## src/rtl/bb_sgpio_rx_if.sv

```systemverilog
// SGPIO serial link bundle: clock, frame marker and data from the baseboard transmitter.
interface bb_sgpio_rx_if;
  logic SGPIO_CK;
  logic SGPIO_LD;
  logic SGPIO_DATA;

  modport master (output SGPIO_CK, output SGPIO_LD, output SGPIO_DATA);
  modport slave  (input  SGPIO_CK, input  SGPIO_LD, input  SGPIO_DATA);
endinterface

```

## src/rtl/bb_sgpio_rx.sv

```systemverilog
// SGPIO target-side receiver: deserializes ACT/LOC/FAIL bit triplets per drive and
// commits only complete, LD-framed streams to the active-low drive-bay LED registers.
module bb_sgpio_rx #(
  parameter int          HDD_NUM     = 36,
  parameter int unsigned TIMEOUT_CYC = 250000
) (
  input  logic               SYSCLK,
  input  logic               RESET_N,
  bb_sgpio_rx_if.slave       sgpio,
  output logic [HDD_NUM-1:0] ACT_LED_N,
  output logic [HDD_NUM-1:0] LOC_LED_N,
  output logic [HDD_NUM-1:0] FAIL_LED_N,
  output logic               FRAME_DONE,
  output logic               FRAME_ERR,
  output logic               LINK_UP
);

  localparam int          NBITS   = 3 * HDD_NUM;
  localparam logic [7:0]  LAST_B  = 8'(NBITS - 1);
  localparam logic [31:0] TMO_LIM = 32'(TIMEOUT_CYC);

  typedef enum logic {HUNT, SHIFT} state_t;

  logic [1:0] ck_sync_q, ld_sync_q, dat_sync_q;
  logic [2:0] ck_hist_q;
  logic       ld_d1_q, dat_d1_q;
  logic       ck_f;

  state_t       state_q, state_d;
  logic [7:0]   b_q, b_d;
  logic [31:0]  tmo_q, tmo_d;
  logic         tmo_hit;
  logic         wr_en, commit, err;
  logic         link_q, done_q, err_q;
  logic [NBITS-1:0]   shreg_q, frame_d;
  logic [HDD_NUM-1:0] act_q, loc_q, fail_q;
  logic [HDD_NUM-1:0] act_d, loc_d, fail_d;

  // Stage: 2-flop synchronizers, then CK history with LD/DATA held aligned to D1
  always_ff @(posedge SYSCLK or negedge RESET_N) begin
    if (!RESET_N) begin
      ck_sync_q  <= '0;
      ld_sync_q  <= '0;
      dat_sync_q <= '0;
      ck_hist_q  <= '0;
      ld_d1_q    <= 1'b0;
      dat_d1_q   <= 1'b0;
    end else begin
      ck_sync_q  <= {ck_sync_q[0], sgpio.SGPIO_CK};
      ld_sync_q  <= {ld_sync_q[0], sgpio.SGPIO_LD};
      dat_sync_q <= {dat_sync_q[0], sgpio.SGPIO_DATA};
      ck_hist_q  <= {ck_hist_q[1:0], ck_sync_q[1]};
      ld_d1_q    <= ld_sync_q[1];
      dat_d1_q   <= dat_sync_q[1];
    end
  end

  // Requiring two consecutive low samples rejects single-cycle low glitches
  assign ck_f = ck_hist_q[2] & ~ck_hist_q[1] & ~ck_hist_q[0];

  always_comb begin
    if (ck_f)                tmo_d = '0;
    else if (tmo_q != '1)    tmo_d = tmo_q + 32'd1;
    else                     tmo_d = tmo_q;
    tmo_hit = (tmo_d == TMO_LIM) && (tmo_q != TMO_LIM);
  end

  always_comb begin
    frame_d = shreg_q;
    for (int i = 0; i < NBITS; i++) begin
      if (b_q == 8'(i)) frame_d[i] = dat_d1_q;
    end
  end

  always_comb begin
    act_d  = '1;
    loc_d  = '1;
    fail_d = '1;
    for (int k = 0; k < HDD_NUM; k++) begin
      act_d[k]  = ~frame_d[3*k];
      loc_d[k]  = ~frame_d[3*k+1];
      fail_d[k] = ~frame_d[3*k+2];
    end
  end

  always_comb begin
    state_d = state_q;
    b_d     = b_q;
    wr_en   = 1'b0;
    commit  = 1'b0;
    err     = 1'b0;
    if (ck_f) begin
      unique case (state_q)
        HUNT: begin
          if (ld_d1_q) begin
            state_d = SHIFT;
            b_d     = '0;
          end
        end
        SHIFT: begin
          if (b_q == LAST_B) begin
            b_d = '0;
            if (ld_d1_q) begin
              wr_en  = 1'b1;
              commit = 1'b1;
            end else begin
              err     = 1'b1;
              state_d = HUNT;
            end
          end else if (ld_d1_q) begin
            // Short frame: this LD closes a frame, so realign to bit 0 next
            err = 1'b1;
            b_d = '0;
          end else begin
            wr_en = 1'b1;
            b_d   = b_q + 8'd1;
          end
        end
        default: state_d = HUNT;
      endcase
    end
    if (tmo_hit) begin
      state_d = HUNT;
      b_d     = '0;
    end
  end

  // Stage: control state, pulses and committed LED registers
  always_ff @(posedge SYSCLK or negedge RESET_N) begin
    if (!RESET_N) begin
      state_q <= HUNT;
      b_q     <= '0;
      tmo_q   <= '0;
      link_q  <= 1'b0;
      done_q  <= 1'b0;
      err_q   <= 1'b0;
      act_q   <= '1;
      loc_q   <= '1;
      fail_q  <= '1;
    end else begin
      state_q <= state_d;
      b_q     <= b_d;
      tmo_q   <= tmo_d;
      done_q  <= commit;
      err_q   <= err;
      if (ck_f)         link_q <= 1'b1;
      else if (tmo_hit) link_q <= 1'b0;
      if (tmo_hit) begin
        act_q  <= '1;
        loc_q  <= '1;
        fail_q <= '1;
      end else if (commit) begin
        act_q  <= act_d;
        loc_q  <= loc_d;
        fail_q <= fail_d;
      end
    end
  end

  // Every bit is rewritten before a commit, so stale contents never reach the LEDs
  always_ff @(posedge SYSCLK) begin
    if (wr_en) shreg_q <= frame_d;
  end

  assign ACT_LED_N  = act_q;
  assign LOC_LED_N  = loc_q;
  assign FAIL_LED_N = fail_q;
  assign FRAME_DONE = done_q;
  assign FRAME_ERR  = err_q;
  assign LINK_UP    = link_q;

endmodule

```

## src/flat_wrapper.sv

```systemverilog
// flat-port wrapper written by rule: the top's interface ports become plain ports
module bb_sgpio_rx_flat 
#(
  parameter int          HDD_NUM     = 36,
  parameter int unsigned TIMEOUT_CYC = 250000
)
  (SYSCLK, RESET_N, ACT_LED_N, LOC_LED_N, FAIL_LED_N, FRAME_DONE, FRAME_ERR, LINK_UP, sgpio_SGPIO_CK, sgpio_SGPIO_LD, sgpio_SGPIO_DATA);
  bb_sgpio_rx_if sgpio_i ();
  input  logic SYSCLK;
  input  logic RESET_N;
  output logic [HDD_NUM-1:0] ACT_LED_N;
  output logic [HDD_NUM-1:0] LOC_LED_N;
  output logic [HDD_NUM-1:0] FAIL_LED_N;
  output logic FRAME_DONE;
  output logic FRAME_ERR;
  output logic LINK_UP;
  input wire logic [$bits(sgpio_i.SGPIO_CK)-1:0] sgpio_SGPIO_CK;
  input wire logic [$bits(sgpio_i.SGPIO_LD)-1:0] sgpio_SGPIO_LD;
  input wire logic [$bits(sgpio_i.SGPIO_DATA)-1:0] sgpio_SGPIO_DATA;
  assign sgpio_i.SGPIO_CK = sgpio_SGPIO_CK;
  assign sgpio_i.SGPIO_LD = sgpio_SGPIO_LD;
  assign sgpio_i.SGPIO_DATA = sgpio_SGPIO_DATA;
  bb_sgpio_rx #(.HDD_NUM(HDD_NUM), .TIMEOUT_CYC(TIMEOUT_CYC)) u_core (.SYSCLK(SYSCLK), .RESET_N(RESET_N), .sgpio(sgpio_i), .ACT_LED_N(ACT_LED_N), .LOC_LED_N(LOC_LED_N), .FAIL_LED_N(FAIL_LED_N), .FRAME_DONE(FRAME_DONE), .FRAME_ERR(FRAME_ERR), .LINK_UP(LINK_UP));
endmodule
```

## config.mk

```make
export PLATFORM = sky130hd
export DESIGN_NAME = bb_sgpio_rx_flat
export DESIGN_NICKNAME = d
export VERILOG_FILES = /design/src/rtl/bb_sgpio_rx_if.sv /design/src/rtl/bb_sgpio_rx.sv /design/src/flat_wrapper.sv
export SDC_FILE = /design/constraint.sdc
export NUM_CORES = 1
export LEC_CHECK = 0
export ABC_AREA = 1
export CAP_MARGIN = 20
export CORE_ASPECT_RATIO = 2
export CORE_UTILIZATION = 46
export DETAILED_ROUTE_END_ITERATION = 10
export GPL_TIMING_DRIVEN = 0
export HOLD_SLACK_MARGIN = 0.1
export PLACE_DENSITY = 0.65
export SLEW_MARGIN = 10
export SYNTH_ARGS = -nofsm -noshare
export SYNTH_HDL_FRONTEND = slang
export SYNTH_SLANG_ARGS = --single-unit
```

## constraint.sdc

```tcl
create_clock -name SYSCLK -period 13.18 [get_ports SYSCLK]
set_clock_uncertainty 0.2 [all_clocks]
set_input_delay 1.318 -clock SYSCLK [delete_from_list [all_inputs] [get_ports SYSCLK]]
set_output_delay 1.318 -clock SYSCLK [all_outputs]
set_load 0.03 [all_outputs]
```

==> results.yml <==
timing:
  fin_tns_setup_ns: 0
  slew_viol_final: 0
  finalHoldViolCount: 0
  relSlewSlack: 0.183
  fmax_mhz: 228
  report.final.setup_viol: 0
  period_minus_slack_ns: 4.38
  worst_slew_pin_slew_ns: 1.22
  grt_setup_unrepaired: "no"
  finalCritPeriodShare: 0.332
finish:
  seqCellArea_mm2: 0.00746
  finalInstanceArea_mm2: 0.0150
  drive_gt1_frac: 0.119
  nNetsFinal: 1523
  synthToLayoutAreaGrowth_pct: 20.5
  multi_input_area_mm2: 0.00434
  fin_util: 0.566
  fillers: 2508
  num_antenna_cells: 0
setup_path:
  required_ns: 13.44
  rr_worst_depth: 9
  criticalPathCategory: "reg2reg"
  endpoint_kind: "flop"
  worst_setup_path_start_kind: "flop"
  crit_arrival_ns: 4.64
  crit_fanout: 10
global_route:
  overflow: 0
  grt_use_total: 0.303
  grt_pass1_vias: 10818
  grt_pass1_wl_mm: 62.7
  grt_antenna_before_repair: 0
  grt_max_degree: 107
yosys:
  synth_nets: 1376
  ys_warn_count: 0
  synth_ff_type: "edfxtp_1"
  synth_cell_types: 36
  synth_area_leader_cell: "edfxtp_1"
  yosysMostFrequentCell: "nand2_1"
  ys_async_sr_fraction: 0.601
  synthTopCellsByArea: "edfxtp_1 26%, dfstp_2 23%, nand2_1 12%"
  synthesis.area_mm2: 0.0124
  avgSynthCellArea_um2: 9.13
  synthTopCellsByCount: "393 x nand2_1, 128 x o21ai_0, 113 x a21oi_1"
  seq_area_frac_synth: 0.599
  yosys.area.top_type_share: 0.261
  synth-seq-cells: 271
  synth_edf_count: 108
  synthCells: 1363
cts:
  clock_sinks: 271
  cts-hold-fix-buffers: 0
  clockRootBuffer: "clkbuf_16"
  cts_buffer_depth: 3
  htreeDepth: 1
  clk_latency_ns: 0.55
  cts_setup_buffers: 0
  cts_buffers: 26
  cts_resized: 0
  cts_tree: "done"
  clk_pin_slew_worst_paths_ns: 0.07
power_and_ir_drop:
  power_frac_comb: 0.073
  p_seq_frac: 0.501
  power_mw: 1.81
  powerDensity_mw_per_mm2: 120
  swShare: 0.249
  leakage_nw: 5.90
  clockPowerShare: 0.426
  p_int_mw: 1.36
  peakVddDrop_mv: 0.104
  p_sw_uw: 449
run:
  cap_violations: 0
detailed_routing:
  first_pass_iters: 5
  drt_iter0_drc: 891
  routed_wl_mm: 41.7
  num_vias: 10425
  drc: 0
  wl_per_cell_um: 22.2
  antenna_left: 0
  post_drt_via_cell_ratio: 5.56
hold_path:
  hold_depth: 0
  worstHoldPathType: "reg2reg"
floorplan:
  dieWidth_um: 118
  io_pins: 116
  dieArea_mm2: 0.0278
  die_h_um: 235
  rows: 84
  initial_core_util: 0.470
  core-area_mm2: 0.0265
placed_design:
  gp_congestion: 0.965
  detailed_place_hpwl_mm: 31.3
  dpl-instance-area_mm2: 0.0141
  portBuffers: 115
status:
  status: "completed"
[layer usage]
metal  GRT usage  routed length (µm)  share of wire
met5           0                   0              0
met4       0.269                4140          0.099
met3      0.0354                1720          0.041
met2       0.563               22300           0.54
met1       0.288               13500           0.32
[cell usage in the layout (no fill, tap or decap), types with 4 or more instances in the layout]
cell type	instances
a21oi_1	113
a31oi_1	100
buf_2	12
clkbuf_1	80
clkbuf_16	29
clkdlybuf4s50_1	114
clkinv_2	4
dfrtp_1	55
dfstp_2	108
edfxtp_1	108
ha_1	8
inv_1	75
nand2_1	393
nand3_1	43
nand3b_1	6
nor2_1	92
nor2_4	4
nor3_1	10
o21ai_0	128
xor2_1	5
[critical path, stage by stage (launching register included)]
cell	delay, ns
dfrtp_1	0.39
nor3_2	0.72
inv_2	0.25
clkbuf_1	0.36
nor2_1	1.00
clkbuf_1	0.61
buf_2	0.35
nand2_1	0.20
o21ai_0	0.13
nand2_1	0.07
[per-stage QoR]
step | hold WS (ns) | instances | worst slack [ns]
floorplan | 0.131 | 1363 | 6.62
global route | 0.160 | 1874 | 8.70
global placement | 0.134 | 1822 | 3.95
CTS | 0.149 | 1874 | 8.87
finish | 0.148 | 1874 | 8.80
detailed placement | 0.135 | 1826 | 8.90
[path summary, 6_finish.rpt]
check	from	to	slack, ns
setup / recovery	u_core.ck_hist_q[1]	u_core.FAIL_LED_N[4]	8.80
hold / removal	u_core.dat_sync_q[0]	u_core.dat_sync_q[1]	0.15
setup reg to reg	u_core.ck_hist_q[1]	u_core.FAIL_LED_N[4]	8.80
hold reg to reg	u_core.dat_sync_q[0]	u_core.dat_sync_q[1]	0.15
max in group asynchronous	RESET_N	u_core.dat_sync_q[0]	11.36
min in group asynchronous	RESET_N	u_core.ck_hist_q[1]	0.48
[power by group through the flow]
| stage | Sequential [mW] | Clock (mW) | Combinational [mW] |
|---|---|---|---|
| 2_1_floorplan | 0.916 | 0 | 0.0743 |
| 3_3_place_gp | 0.922 | 0 | 0.125 |
| 3_5_place_dp | 0.920 | 0 | 0.128 |
| 4_1_cts | 0.905 | 0.782 | 0.129 |
| 5_1_grt | 0.907 | 0.811 | 0.142 |
| 6_report | 0.905 | 0.770 | 0.131 |
[final cells by class]
type	count	area share
buffer	86	0.0240
clock buffer	41	0.0534
clock inverter	7	0.00451
inverter	78	0.0195
multi-input combinational	928	0.290
sequential	271	0.497
tap	344	0.0287
timing repair buffer	119	0.0829
[state kept, by name (all words and copies together), names as in the netlist, 2 cells and up]
signal             flops
u_core.shreg_q       108
u_core.ACT_LED_N      36
u_core.FAIL_LED_N     36
u_core.LOC_LED_N      36
u_core.tmo_q          32
u_core.b_q             8
u_core.ck_hist_q       3
u_core.ck_sync_q       2
u_core.dat_sync_q      2
u_core.ld_sync_q       2
[logic make-up (layout without fill, tap and decap cells)]
group / Yosys count / in the layout / synth area share
adders and majority gates: 8 / 8 / 0.00804
xor gates and xnor gates: 6 / 6 / 0.00422
AOI/OAI and AO/OA: 351 / 351 / 0.153
buffers and inverters: 164 / 331 / 0.0525
DFF: 271 / 271 / 0.599
and+or+nand+nor: 563 / 563 / 0.183
Note: power is estimated with default switching activity, not from simulation.
